[src/rtl/pcie_os_inserter.sv]
`default_nettype none
// ============================================================================
// Module      : pcie_os_inserter
// Description : Multi-lane transmit symbol multiplexer. Each enabled cycle
//               registers either upstream data bytes or a K-code symbol
//               replicated on every lane. A SKP ordered set (COM followed by
//               SKP_LEN SKP symbols) is inserted autonomously every
//               SKP_INTERVAL data-state cycles, or on i_skp_force. Upstream
//               is stalled through a valid/ready handshake while a set is
//               being sent.
// Ports       :
//   clk           in   clock, all logic on posedge
//   i_reset_L     in   synchronous active-low reset (priority over i_enb)
//   i_enb         in   global enable; low freezes all state and outputs
//   i_sel         in   [3:0] source select (0 data, 1..9 K-codes, 10..15 bad)
//   i_data_in     in   [8*LANES-1:0] upstream data bytes
//   i_valid_in    in   upstream beat valid
//   o_ready_out   out  beat accepted this cycle (combinational)
//   i_skp_force   in   request an immediate SKP ordered set
//   o_data_out    out  [8*LANES-1:0] registered output symbols
//   o_k_out       out  [LANES-1:0] registered per-lane K flag
//   o_skp_active  out  output carries a SKP ordered-set symbol
//   o_sel_err     out  one-cycle pulse on an illegal select value
// Revision    : 1.0 - initial release
// ============================================================================
module pcie_os_inserter #(
    parameter int LANES        = 4,
    parameter int SKP_INTERVAL = 16,
    parameter int SKP_LEN      = 3
) (
    input  wire logic                 clk,
    input  wire logic                 i_reset_L,
    input  wire logic                 i_enb,
    input  wire logic [3:0]           i_sel,
    input  wire logic [8*LANES-1:0]   i_data_in,
    input  wire logic                 i_valid_in,
    output logic                      o_ready_out,
    input  wire logic                 i_skp_force,
    output logic [8*LANES-1:0]        o_data_out,
    output logic [LANES-1:0]          o_k_out,
    output logic                      o_skp_active,
    output logic                      o_sel_err
);

    localparam int c_IW = $clog2(SKP_INTERVAL);
    localparam int c_BW = $clog2(SKP_LEN + 1);

    localparam logic [c_IW-1:0] c_INT_LAST  = c_IW'(SKP_INTERVAL - 1);
    localparam logic [c_BW-1:0] c_BODY_LAST = c_BW'(SKP_LEN - 1);

    localparam logic [7:0] c_COM = 8'hBC;
    localparam logic [7:0] c_PAD = 8'hF7;
    localparam logic [7:0] c_SKP = 8'h1C;
    localparam logic [7:0] c_STP = 8'hFB;
    localparam logic [7:0] c_SDP = 8'h5C;
    localparam logic [7:0] c_END = 8'hFD;
    localparam logic [7:0] c_EDB = 8'hFE;
    localparam logic [7:0] c_FTS = 8'h3C;
    localparam logic [7:0] c_IDL = 8'h7C;

    typedef enum logic [1:0] {
        ST_DATA     = 2'd0,
        ST_SKP_COM  = 2'd1,
        ST_SKP_BODY = 2'd2
    } state_t;

    state_t               r_state;
    logic [c_IW-1:0]      r_int_cnt;
    logic [c_BW-1:0]      r_body_cnt;
    logic [8*LANES-1:0]   r_data_out;
    logic [LANES-1:0]     r_k_out;
    logic                 r_skp_active;
    logic                 r_sel_err;

    state_t               w_state_nxt;
    logic [c_IW-1:0]      w_int_nxt;
    logic [c_BW-1:0]      w_body_nxt;
    logic [8*LANES-1:0]   w_data_nxt;
    logic [LANES-1:0]     w_k_nxt;
    logic                 w_skp_nxt;
    logic                 w_err_nxt;
    logic [7:0]           w_sym;
    logic                 w_sel_illegal;

    // K-code lookup; illegal selects fall back to IDL and flag an error.
    always_comb begin
        w_sym         = c_IDL;
        w_sel_illegal = 1'b0;
        case (i_sel)
            4'd1:    w_sym = c_COM;
            4'd2:    w_sym = c_PAD;
            4'd3:    w_sym = c_SKP;
            4'd4:    w_sym = c_STP;
            4'd5:    w_sym = c_SDP;
            4'd6:    w_sym = c_END;
            4'd7:    w_sym = c_EDB;
            4'd8:    w_sym = c_FTS;
            4'd9:    w_sym = c_IDL;
            4'd0:    w_sym = c_IDL;
            default: w_sel_illegal = 1'b1;
        endcase
    end

    // Data is only accepted from the DATA state with the data source selected.
    assign o_ready_out = i_enb && (r_state == ST_DATA) && (i_sel == 4'd0);

    // Next-state and next-output logic.
    always_comb begin
        w_state_nxt = r_state;
        w_int_nxt   = r_int_cnt;
        w_body_nxt  = r_body_cnt;
        w_data_nxt  = r_data_out;
        w_k_nxt     = r_k_out;
        w_skp_nxt   = r_skp_active;
        w_err_nxt   = 1'b0;

        case (r_state)
            ST_DATA: begin
                w_skp_nxt = 1'b0;
                if (i_sel == 4'd0) begin
                    if (i_valid_in) begin
                        w_data_nxt = i_data_in;
                        w_k_nxt    = '0;
                    end else begin
                        w_data_nxt = {LANES{c_IDL}};
                        w_k_nxt    = '1;
                    end
                end else begin
                    w_data_nxt = {LANES{w_sym}};
                    w_k_nxt    = '1;
                    w_err_nxt  = w_sel_illegal;
                end
                // A force that coincides with expiry still yields one set.
                if ((r_int_cnt == c_INT_LAST) || i_skp_force) begin
                    w_int_nxt   = '0;
                    w_state_nxt = ST_SKP_COM;
                end else begin
                    w_int_nxt = r_int_cnt + c_IW'(1);
                end
            end

            ST_SKP_COM: begin
                w_data_nxt  = {LANES{c_COM}};
                w_k_nxt     = '1;
                w_skp_nxt   = 1'b1;
                w_body_nxt  = '0;
                w_state_nxt = ST_SKP_BODY;
            end

            ST_SKP_BODY: begin
                w_data_nxt = {LANES{c_SKP}};
                w_k_nxt    = '1;
                w_skp_nxt  = 1'b1;
                if (r_body_cnt == c_BODY_LAST) begin
                    w_state_nxt = ST_DATA;
                end else begin
                    w_body_nxt = r_body_cnt + c_BW'(1);
                end
            end

            default: begin
                w_state_nxt = ST_DATA;
            end
        endcase
    end

    always_ff @(posedge clk) begin
        if (!i_reset_L) begin
            r_state      <= ST_DATA;
            r_int_cnt    <= '0;
            r_body_cnt   <= '0;
            r_data_out   <= '0;
            r_k_out      <= '0;
            r_skp_active <= 1'b0;
            r_sel_err    <= 1'b0;
        end else if (i_enb) begin
            r_state      <= w_state_nxt;
            r_int_cnt    <= w_int_nxt;
            r_body_cnt   <= w_body_nxt;
            r_data_out   <= w_data_nxt;
            r_k_out      <= w_k_nxt;
            r_skp_active <= w_skp_nxt;
            r_sel_err    <= w_err_nxt;
        end else begin
            // The error flag is a pulse; it must not linger across a stall.
            r_sel_err    <= 1'b0;
        end
    end

    assign o_data_out   = r_data_out;
    assign o_k_out      = r_k_out;
    assign o_skp_active = r_skp_active;
    assign o_sel_err    = r_sel_err;

endmodule
`default_nettype wire

[config.mk]
export PLATFORM = sky130hd
export DESIGN_NAME = pcie_os_inserter
export DESIGN_NICKNAME = d
export VERILOG_FILES = /design/src/rtl/pcie_os_inserter.sv
export SDC_FILE = /design/constraint.sdc
export NUM_CORES = 1
export LEC_CHECK = 0
export BUFFER_PORTS_ARGS = -buffer_cell sky130_fd_sc_hd__buf_2
export CAP_MARGIN = 20
export CORE_MARGIN = 2
export CORE_UTILIZATION = 52
export CTS_CLUSTER_DIAMETER = 100
export CTS_CLUSTER_SIZE = 14
export DETAILED_ROUTE_END_ITERATION = 8
export MAX_ROUTING_LAYER = met4
export PLACE_DENSITY = 0.88
export SYNTH_ARGS = -nofsm -noshare
export SYNTH_HDL_FRONTEND = slang
export SYNTH_SLANG_ARGS = --single-unit
[constraint.sdc]
create_clock -name clk -period 2.6 [get_ports clk]
set_input_delay 0.13 -clock clk [delete_from_list [all_inputs] [get_ports clk]]
set_output_delay 0.13 -clock clk [all_outputs]
set_load 0.02 [all_outputs]
==> qor.yml <==
status:
  outcome: "finished clean"
drt:
  wl_met3_um: 289
  postRouteAntennaNets: 0
  num_vias: 2058
  routed.top_layer: "met4"
  via_per_inst: 5.72
  drt-met1-wl_um: 2210
  totalWireLength_um: 5000
  met2_length_um: 2440
  drt_pre_antenna_iters: 4
  first_iter_violations: 102
  post-route-drc-count: 0
  wl_per_cell_um: 13.9
placed_design:
  io_buffers: 79
  hpwl_um: 3720
  place_congestion: 0.791
die:
  io_pins: 80
  die_y_um: 66.6
  initial_utilization_pct: 54.8
  die_x_um: 66.6
  core_area_um2: 3720
  rows: 22
  dieArea_um2: 4440
final_layout:
  area_growth_pct: 23.5
  final_cell_mix: "buf_2 (79), dfxtp_1 (43), o21ai_0 (30)"
  final_layout_size_suffix_gt1_share_pct: 32.1
  final_common_cell: "buf_2"
  num_antenna_cells: 0
  layout.nets: 359
clocking:
  cts_resized: 0
  hold_buffers: 0
  htreeDepth: 2
  cts_tree: "built"
  cts_buffers: 5
  cts_setup_buffers: 0
  clk_pin_slew_worst_paths_ps: 80
  ctsRootBufferMaster: "clkbuf_8"
  clk_latency_ps: 290
  cts.sinks: 43
  cts_max_path_buffers: 2
timing:
  fin_setup_tns_ps: 0
  max_freq_mhz: 516
  tightest_slew_ps: 609
  hold_viol_final: 0
  final_max_slew_viol_count: 0
  finalSetupViolations: 0
  period_needed_ps: 1940
  relSlewSlack_pct: 59.4
  rsz0062_at_grt: "no"
  fin_crit_sh_pct: 74.6
  finClkSkew_ps: 6.21
power:
  ir_drop_mv: 0.404
  p_leak_nw: 1.11
  power_density_nw_per_um2: 598
  p_total_mw: 1.51
critical_path:
  critPathKind: "flop to flop"
  cp-start-kind: "flop"
  cp_max_fo: 17
  cp-end-kind: "flop"
  critical_path_arrival_ps: 2120
  required_ps: 2780
logic_synthesis:
  synth-seq-cells: 43
  yosysSeqAreaShare_pct: 42.2
  synth_top_area_cell: "dfxtp_1"
  yosys_warnings: 0
  async_flop_share_pct: 0
  avgSynthCellArea_um2: 8.42
  synth_area_leaders: "dfxtp_1 (42%), o21ai_0 (7.4%), a21oi_1 (6.1%), nand2_1 (4.2%), ha_1 (3.7%)"
  syn_area_um2: 2040
  synth_fp_nets: 289
  synth_edf_count: 0
  synth_top_flop_cell: "dfxtp_1"
  synth.distinct_cells: 39
  syn_inst: 242
  yosysTopAreaCellShare_pct: 42.2
grt:
  grt_pass1_vias: 1847
  grt_usage_pct: 23.4
  antenna_found_initial: 0
  grt_first_pass_wirelength_um: 7850
  grt_max_degree: 33
  grt_overflow: 0
run:
  cap_violations: 0
min_path:
  timing.hold.worst.class: "primary input to flop"
-- synthesized netlist by cell type, types with 2 or more instances --
library cell  number
dfxtp_1           43
o21ai_0           30
a21oi_1           25
nand2_1           23
nor2_1            12
and2_1             9
inv_1              7
a22oi_1            6
clkbuf_1           6
ha_1               6
nand3_1            6
a31oi_1            5
buf_2              5
o21ai_1            5
o221a_2            5
a21oi_2            4
a221oi_1           4
buf_4              4
o21bai_1           4
o31ai_1            4
nand2b_1           3
nand4_1            3
nor2b_1            3
mux2i_1            2
nor3_1             2
nor4_1             2
or4_4              2
-- routing by layer --
| metal | GRT usage, % | vias to the layer above |
|---|---|---|
| li1 | - | 1010 |
| met1 | 27.0 | 972 |
| met2 | 40.8 | 68 |
| met3 | 4.22 | 8 |
| met4 | 8.42 | 0 |
| met5 | - | - |
-- area by class of cell --
cell class              instances  area, um^2
multi-input cells             174        1050
well taps                      48        60.1
clock buffers                   5        68.8
flip-flops and latches         43         861
inverters                       7        26.3
repair buffers                 81         410
clock inverters                 2        37.5
fillers                       320        1200
-- through the flow --
| stage | instance area, um^2 | worst slack [ps] | instances | utilization, % | hold slack [ps] |
|---|---|---|---|---|---|
| detailed placement | 2410 | 672 | 353 | 64.9 | 408 |
| CTS | 2520 | 674 | 360 | 67.7 | 99.0 |
| floorplan | 2040 | 935 | 242 | - | 305 |
| global route | 2520 | 554 | 360 | 67.7 | 100 |
| finish | 2520 | 661 | 360 | 67.7 | 101 |
| global placement | 2410 | 754 | 353 | 64.9 | 401 |
-- power breakdown --
group / switching, mW / leakage [nW] / internal (mW)
clock network: 0.221 / 0.0502 / 0.281
logic: 0.173 / 0.708 / 0.103
registers: 0.0267 / 0.354 / 0.701
-- critical path, stage by stage (launching register included) --
cell	delay, ps
dfxtp_1	350
ha_1	210
nand2b_1	410
or4_4	580
nor2_2	170
a21oi_1	90
-- logic make-up (layout without fill, tap and decap cells) --
| kind of cell | Yosys count | after routing | share of synthesized area, % |
|---|---|---|---|
| buf+inv | 25 | 95 | 6.08 |
| simple gates | 70 | 70 | 17.7 |
| flops | 43 | 43 | 42.2 |
| fa+ha+maj | 6 | 6 | 3.68 |
| compound gates | 94 | 94 | 28.5 |
| xor+xnor | 2 | 2 | 0.860 |
| mux | 2 | 2 | 0.982 |
-- path summary, 6_finish.rpt --
kind	slack, ps	from	end	cells past startpoint
hold reg to reg	470	o_data_out[1]	o_data_out[1]	2
setup reg to reg	660	r_state[0]	o_data_out[10]	5
hold / removal	100	i_data_in[12]	o_data_out[12]	2
setup / recovery	660	r_state[0]	o_data_out[10]	5
-- flip-flops by register name (all words and copies together), names as in the netlist --
| signal | flops |
|---|---|
| r_int_cnt | 4 |
| r_body_cnt | 2 |
| o_sel_err | 1 |
| o_k_out | 1 |
| o_data_out | 32 |
| r_state | 2 |
| o_skp_active | 1 |
Note: power is estimated with default switching activity, not from simulation.
